$ cat src/rtl/activation_scheduler.sv
// Sequences a layer z-vector element by element through a shared activation
// unit and collects the results into a packed activation vector.
module activation_scheduler #(
    parameter int N  = 4,
    parameter int W  = 8,
    parameter int IW = (N > 1) ? $clog2(N) : 1
) (
    input  logic            clk,
    input  logic            rst,
    input  logic            in_valid,
    output logic            in_ready,
    input  logic [N*W-1:0]  in_z,
    output logic [W-1:0]    act_z,
    input  logic [W-1:0]    act_a,
    output logic            out_valid,
    input  logic            out_ready,
    output logic [N*W-1:0]  out_a,
    output logic            busy,
    output logic [IW-1:0]   idx
);

    typedef enum logic [1:0] {
        IDLE = 2'd0,
        RUN  = 2'd1,
        DONE = 2'd2
    } state_t;

    localparam logic [IW-1:0] IDX_LAST = IW'(N - 1);

    state_t            state_reg;
    logic [IW-1:0]     idx_reg;
    logic [N*W-1:0]    z_buf_reg;
    logic [W-1:0]      act_z_reg;
    logic              in_ready_reg;
    logic              out_valid_reg;
    logic              busy_reg;
    logic [W-1:0]      z_next;
    logic [N*W-1:0]    a_buf;

    // Element that follows idx_reg, so act_z can be registered one cycle ahead.
    always_comb begin
        z_next = '0;
        for (int i = 0; i < N - 1; i++) begin
            if (idx_reg == IW'(i)) begin
                z_next = z_buf_reg[(i+1)*W +: W];
            end
        end
    end

    always_ff @(posedge clk) begin
        if (!rst) begin
            state_reg     <= IDLE;
            idx_reg       <= '0;
            z_buf_reg     <= '0;
            act_z_reg     <= '0;
            in_ready_reg  <= 1'b1;
            out_valid_reg <= 1'b0;
            busy_reg      <= 1'b0;
        end else begin
            case (state_reg)
                IDLE: begin
                    if (in_valid) begin
                        z_buf_reg    <= in_z;
                        idx_reg      <= '0;
                        act_z_reg    <= in_z[W-1:0];
                        in_ready_reg <= 1'b0;
                        busy_reg     <= 1'b1;
                        state_reg    <= RUN;
                    end
                end
                RUN: begin
                    if (idx_reg == IDX_LAST) begin
                        idx_reg       <= '0;
                        act_z_reg     <= '0;
                        busy_reg      <= 1'b0;
                        out_valid_reg <= 1'b1;
                        state_reg     <= DONE;
                    end else begin
                        idx_reg   <= idx_reg + 1'b1;
                        act_z_reg <= z_next;
                    end
                end
                DONE: begin
                    // Leaving DONE always passes through IDLE, so no vector is taken here.
                    if (out_ready) begin
                        out_valid_reg <= 1'b0;
                        in_ready_reg  <= 1'b1;
                        state_reg     <= IDLE;
                    end
                end
                default: begin
                    state_reg     <= IDLE;
                    idx_reg       <= '0;
                    act_z_reg     <= '0;
                    in_ready_reg  <= 1'b1;
                    out_valid_reg <= 1'b0;
                    busy_reg      <= 1'b0;
                end
            endcase
        end
    end

    // One result register per element, captured while that element is issued.
    genvar gi;
    generate
        for (gi = 0; gi < N; gi++) begin : g_abuf
            logic [W-1:0] a_elem_reg;
            always_ff @(posedge clk) begin
                if (!rst) begin
                    a_elem_reg <= '0;
                end else if (state_reg == RUN && idx_reg == IW'(gi)) begin
                    a_elem_reg <= act_a;
                end
            end
            assign a_buf[gi*W +: W] = a_elem_reg;
        end
    endgenerate

    assign in_ready  = in_ready_reg;
    assign out_valid = out_valid_reg;
    assign busy      = busy_reg;
    assign act_z     = act_z_reg;
    assign idx       = idx_reg;
    assign out_a     = a_buf;

endmodule

$ cat config.mk
export PLATFORM = sky130hd
export DESIGN_NAME = activation_scheduler
export DESIGN_NICKNAME = d
export VERILOG_FILES = /design/src/rtl/activation_scheduler.sv
export SDC_FILE = /design/constraint.sdc
export NUM_CORES = 1
export LEC_CHECK = 0
export ABC_CLOCK_PERIOD_IN_PS = 1850
export CORE_MARGIN = 2
export CORE_UTILIZATION = 43
export DETAILED_ROUTE_END_ITERATION = 10
export HOLD_SLACK_MARGIN = 0.15
export PLACE_DENSITY = 0.76
export RECOVER_POWER = 50
export SLEW_MARGIN = 20
export SYNTH_ARGS = -nofsm -noshare
export SYNTH_HDL_FRONTEND = slang
export SYNTH_SLANG_ARGS = --single-unit
$ cat constraint.sdc
create_clock -name clk -period 1.85 [get_ports clk]
set_clock_uncertainty 0.2 [all_clocks]
set_input_delay 0.37 -clock clk [delete_from_list [all_inputs] [get_ports clk]]
set_output_delay 0.37 -clock clk [all_outputs]
set_load 0.05 [all_outputs]
==> summary.txt, run 1 <==
Outcome
  – Outcome: complete, no violations

Logic synthesis
  – Netlist cell types: 27
  – Seq/Total Area, Yosys: 0.4627
  – Yosys reg bits: a little over 70
  – Post-synthesis cell count: about 370
  – Yosys warns: 0
  – Mean Syn Cell Area: just over 8 um2
  – Mapped Nets: 419
  – Mapped cell area: 3072 um2

Detailed routing
  – Vias per cell: between 5 and 6
  – Initial DRC Count: 121
  – DRT Pass-1 Iters: 4
  – WL per Instance: 15.23 um
  – Via Count: between 2000 and 3000
  – Routed wire length: between 8000 and 9000 um
  – Antenna viol nets, final: 0
  – # DRC: 0

Finish
  – Filler cells: between 600 and 700
  – Final nets: roughly 510
  – Max reg flops: 32
  – Synth-to-layout area growth: 38.13%
  – Fin area: approximately 4200 um2
  – # diodes: 0
  – Area of the multi-input gates: 1546 um2
  – FF+latch area: between 1000 and 1500 um2
  – Share of layout cells above drive strength 1: 0.2039

Worst setup path
  – Arr. time, crit path: 1.86 ns
  – Bufs and invs on worst path: 3
  – Crit-path max FO: 16
  – Critical path class: register to register
  – Family with the most delay on the worst path: flip-flops
  – Slowest cell on crit path: dfxtp_4
  – Crit end category: register
  – Critical Path RT: a little under 2 ns
  – Startpoint Class: register
  – Max incr delay on CP: between 0.3 and 0.4 ns
  – Crit-path cells: inv_2, buf_4, ha_1, buf_6, nor2b_1, o32ai_1, and3_1

Power and ir drop
  – Sequential power share: 0.442
  – Sw Pwr: between 1000 and 1500 uW
  – Clock Power Share: 0.391
  – P per Cell Area: 880.8 nW/um2
  – Internal power: 2730 uW
  – Max VDD drop: a little under 0.4 mV
  – Total power: 3737 uW
  – Sw Share: 0.2694
  – Static leakage: between 0.0015 and 0.002 uW
  – Combinational power share: 0.168

Timing
  – Worst-margin pin slew: between 0.5 and 0.6 ns
  – RSZ-0062 raised after global routing: no
  – Slew HR: 0.6614
  – Fin crit share: 0.9536
  – Fin. Hold Viols: 0
  – Tmin final: about 1.8 ns
  – # setup viols final: 0
  – Max Clk Rate: about 0.57 GHz
  – Max Slew Vio Count: 0
  – Setup TNS: 0 ns

Global route
  – Pin count of the biggest net entering global routing: 72
  – Gr ovfl total: 0
  – Vias in the first global route: 2873
  – Initial antenna violation count: 0
  – Gr usage total: 0.2243
  – Wire length of the first global-routing pass: ~13000 um

Clock network
  – CTS tree: built
  – CTS root buffer: clkbuf_8
  – CTS Sinks: just over 70
  – CTS clock-pin slew for the worst setup and hold paths: about 0.070 ns
  – CTS Hold Bufs: 0
  – Clk buf depth: 2
  – Setup repair bufs after CTS: 0
  – Clk_lat worst skew: about 0.34 ns
  – H-Tree Depth: 3
  – Num CTS Buffers: 9

Placed design
  – GPL Wtd Cong: approximately 0.82
  – Dpl cell area: 4179 um2
  – Buffers added on ports: roughly 90
  – Hpwl dp: between 6000 and 7000 um

Floorplanning
  – I/O pin count: 89
  – Core box area: 6869 um2
  – Die W: about 89 um
  – FP Rows: 30
  – Die Y: slightly below 90 um
  – DIE AREA: between 7000 and 8000 um2
  – Initial core utilization: 0.4472

Flow run
  – Max cap viols: 0

Worst hold path
  – Hold WC Path Type: register to register
-- final timing paths --
kind,start,endpoint,slack (ns),cells past startpoint
hold / removal,g_abuf[0].a_elem_reg[4],g_abuf[0].a_elem_reg[4],0.25,2
hold reg to reg,g_abuf[0].a_elem_reg[4],g_abuf[0].a_elem_reg[4],0.25,2
setup / recovery,idx[0],act_z[1],0.09,7
setup reg to reg,idx[0],act_z[1],0.09,7
-- per-layer routing --
metal  track usage  routed length [um]  part of all wire
met1        0.2663                3702              0.43
met2        0.3739                4196              0.49
met3       0.04291                 442             0.052
met4        0.1391                 218             0.025
met5             0                   0                 0
-- stage by stage --
step | hold slack (ns) | instances | setup slack [ns] | util
detailed placement | 0.2472 | 546 | -0.2815 | 0.6084
global placement | 0.2413 | 546 | -0.1717 | 0.6084
global route | 0.2762 | 562 | 0.02355 | 0.6177
finish | 0.2519 | 562 | 0.08581 | 0.6177
CTS | 0.2575 | 562 | 0.0004374 | 0.6444
floorplan | 0.2354 | 371 | 0.0002365 | -
-- logic make-up after synthesis --
logic type	after synthesis	share of synthesized area
and+or+nand+nor	158	0.2358
AOI/OAI and AO/OA	99	0.2293
DFF	71	0.4627
buffers and inverters	39	0.05580
adders and majority gates	4	0.01629
-- final cells by class --
cell class	count	area share
repair buffers	106	0.2032
clock buffers	11	0.03834
multi-input cells	261	0.3645
flip-flops and latches	71	0.3368
inverters	12	0.01062
clock inverters	5	0.01828
well taps	96	0.02831
-- power groups by stage --
stage	sequential, uW	combinational (uW)	clock, uW
2_1_floorplan	1790	269	0
3_3_place_gp	1690	652	0
3_5_place_dp	1690	668	0
4_1_cts	1660	674	1470
5_1_grt	1660	676	1540
6_report	1650	626	1460
-- cells in the mapped netlist --
| cell type | instances | area share |
|---|---|---|
| nand2_1 | 94 | 0.11 |
| dfxtp_1 | 71 | 0.46 |
| a21boi_1 | 57 | 0.14 |
| nand3_1 | 25 | 0.041 |
| nor2b_1 | 19 | 0.039 |
| a21oi_1 | 12 | 0.020 |
| clkbuf_1 | 12 | 0.015 |
| buf_2 | 11 | 0.018 |
| inv_1 | 11 | 0.013 |
| o21ai_0 | 9 | 0.015 |
| a221oi_1 | 8 | 0.023 |
| and3_1 | 8 | 0.016 |
| o32ai_1 | 8 | 0.023 |
| ha_1 | 4 | 0.016 |
| nand2b_1 | 4 | 0.0081 |
| and2_1 | 3 | 0.0061 |
| buf_4 | 3 | 0.0073 |
| o21ai_1 | 3 | 0.0049 |
| a32oi_1 | 1 | 0.0029 |
| and3b_1 | 1 | 0.0029 |
| buf_1 | 1 | 0.0012 |
| inv_2 | 1 | 0.0012 |
| nor2_1 | 1 | 0.0012 |
| nor2_2 | 1 | 0.0020 |
| nor2b_2 | 1 | 0.0029 |
| o21bai_1 | 1 | 0.0024 |
| or2_1 | 1 | 0.0020 |
-- placed cells by master (no fill, tap or decap), drive strengths merged --
master / instances
a21boi: 57
a21oi: 12
a221oi: 8
a32oi: 1
and2: 3
and3: 8
and3b: 1
buf: 19
bufinv: 2
clkbuf: 53
clkdlybuf4s50: 42
clkinv: 2
clkinvlp: 1
dfxtp: 71
dlygate4sd3: 1
dlymetal6s2s: 2
ha: 4
inv: 12
nand2: 94
nand2b: 4
nand3: 25
nor2: 2
nor2b: 20
o21ai: 12
o21bai: 1
o32ai: 8
or2: 1
-- worst reg2reg max path, stage by stage (launching register included) --
cell	delay [ns]
dfxtp_4	0.36
inv_2	0.04
buf_4	0.12
ha_1	0.21
buf_6	0.17
nor2b_1	0.14
o32ai_1	0.29
and3_1	0.19
-- repair_timing --
action,CTS,global route
cloned,0,0
resized for setup,2,3
setup endpoints to repair,8,9
(Power assumes the default switching activity.)
==> run 2, diff against run 1 <==
CAP_MARGIN = 20   (was not set)
==> results of run 2 <==
Final layout, timing and power as in run 1 (identical DEF).
==> run 3, diff against run 2 <==
CTS_CLUSTER_DIAMETER = 30   (was not set)
==> results of run 3 <==
Final layout, timing and power as in run 1 (identical DEF).
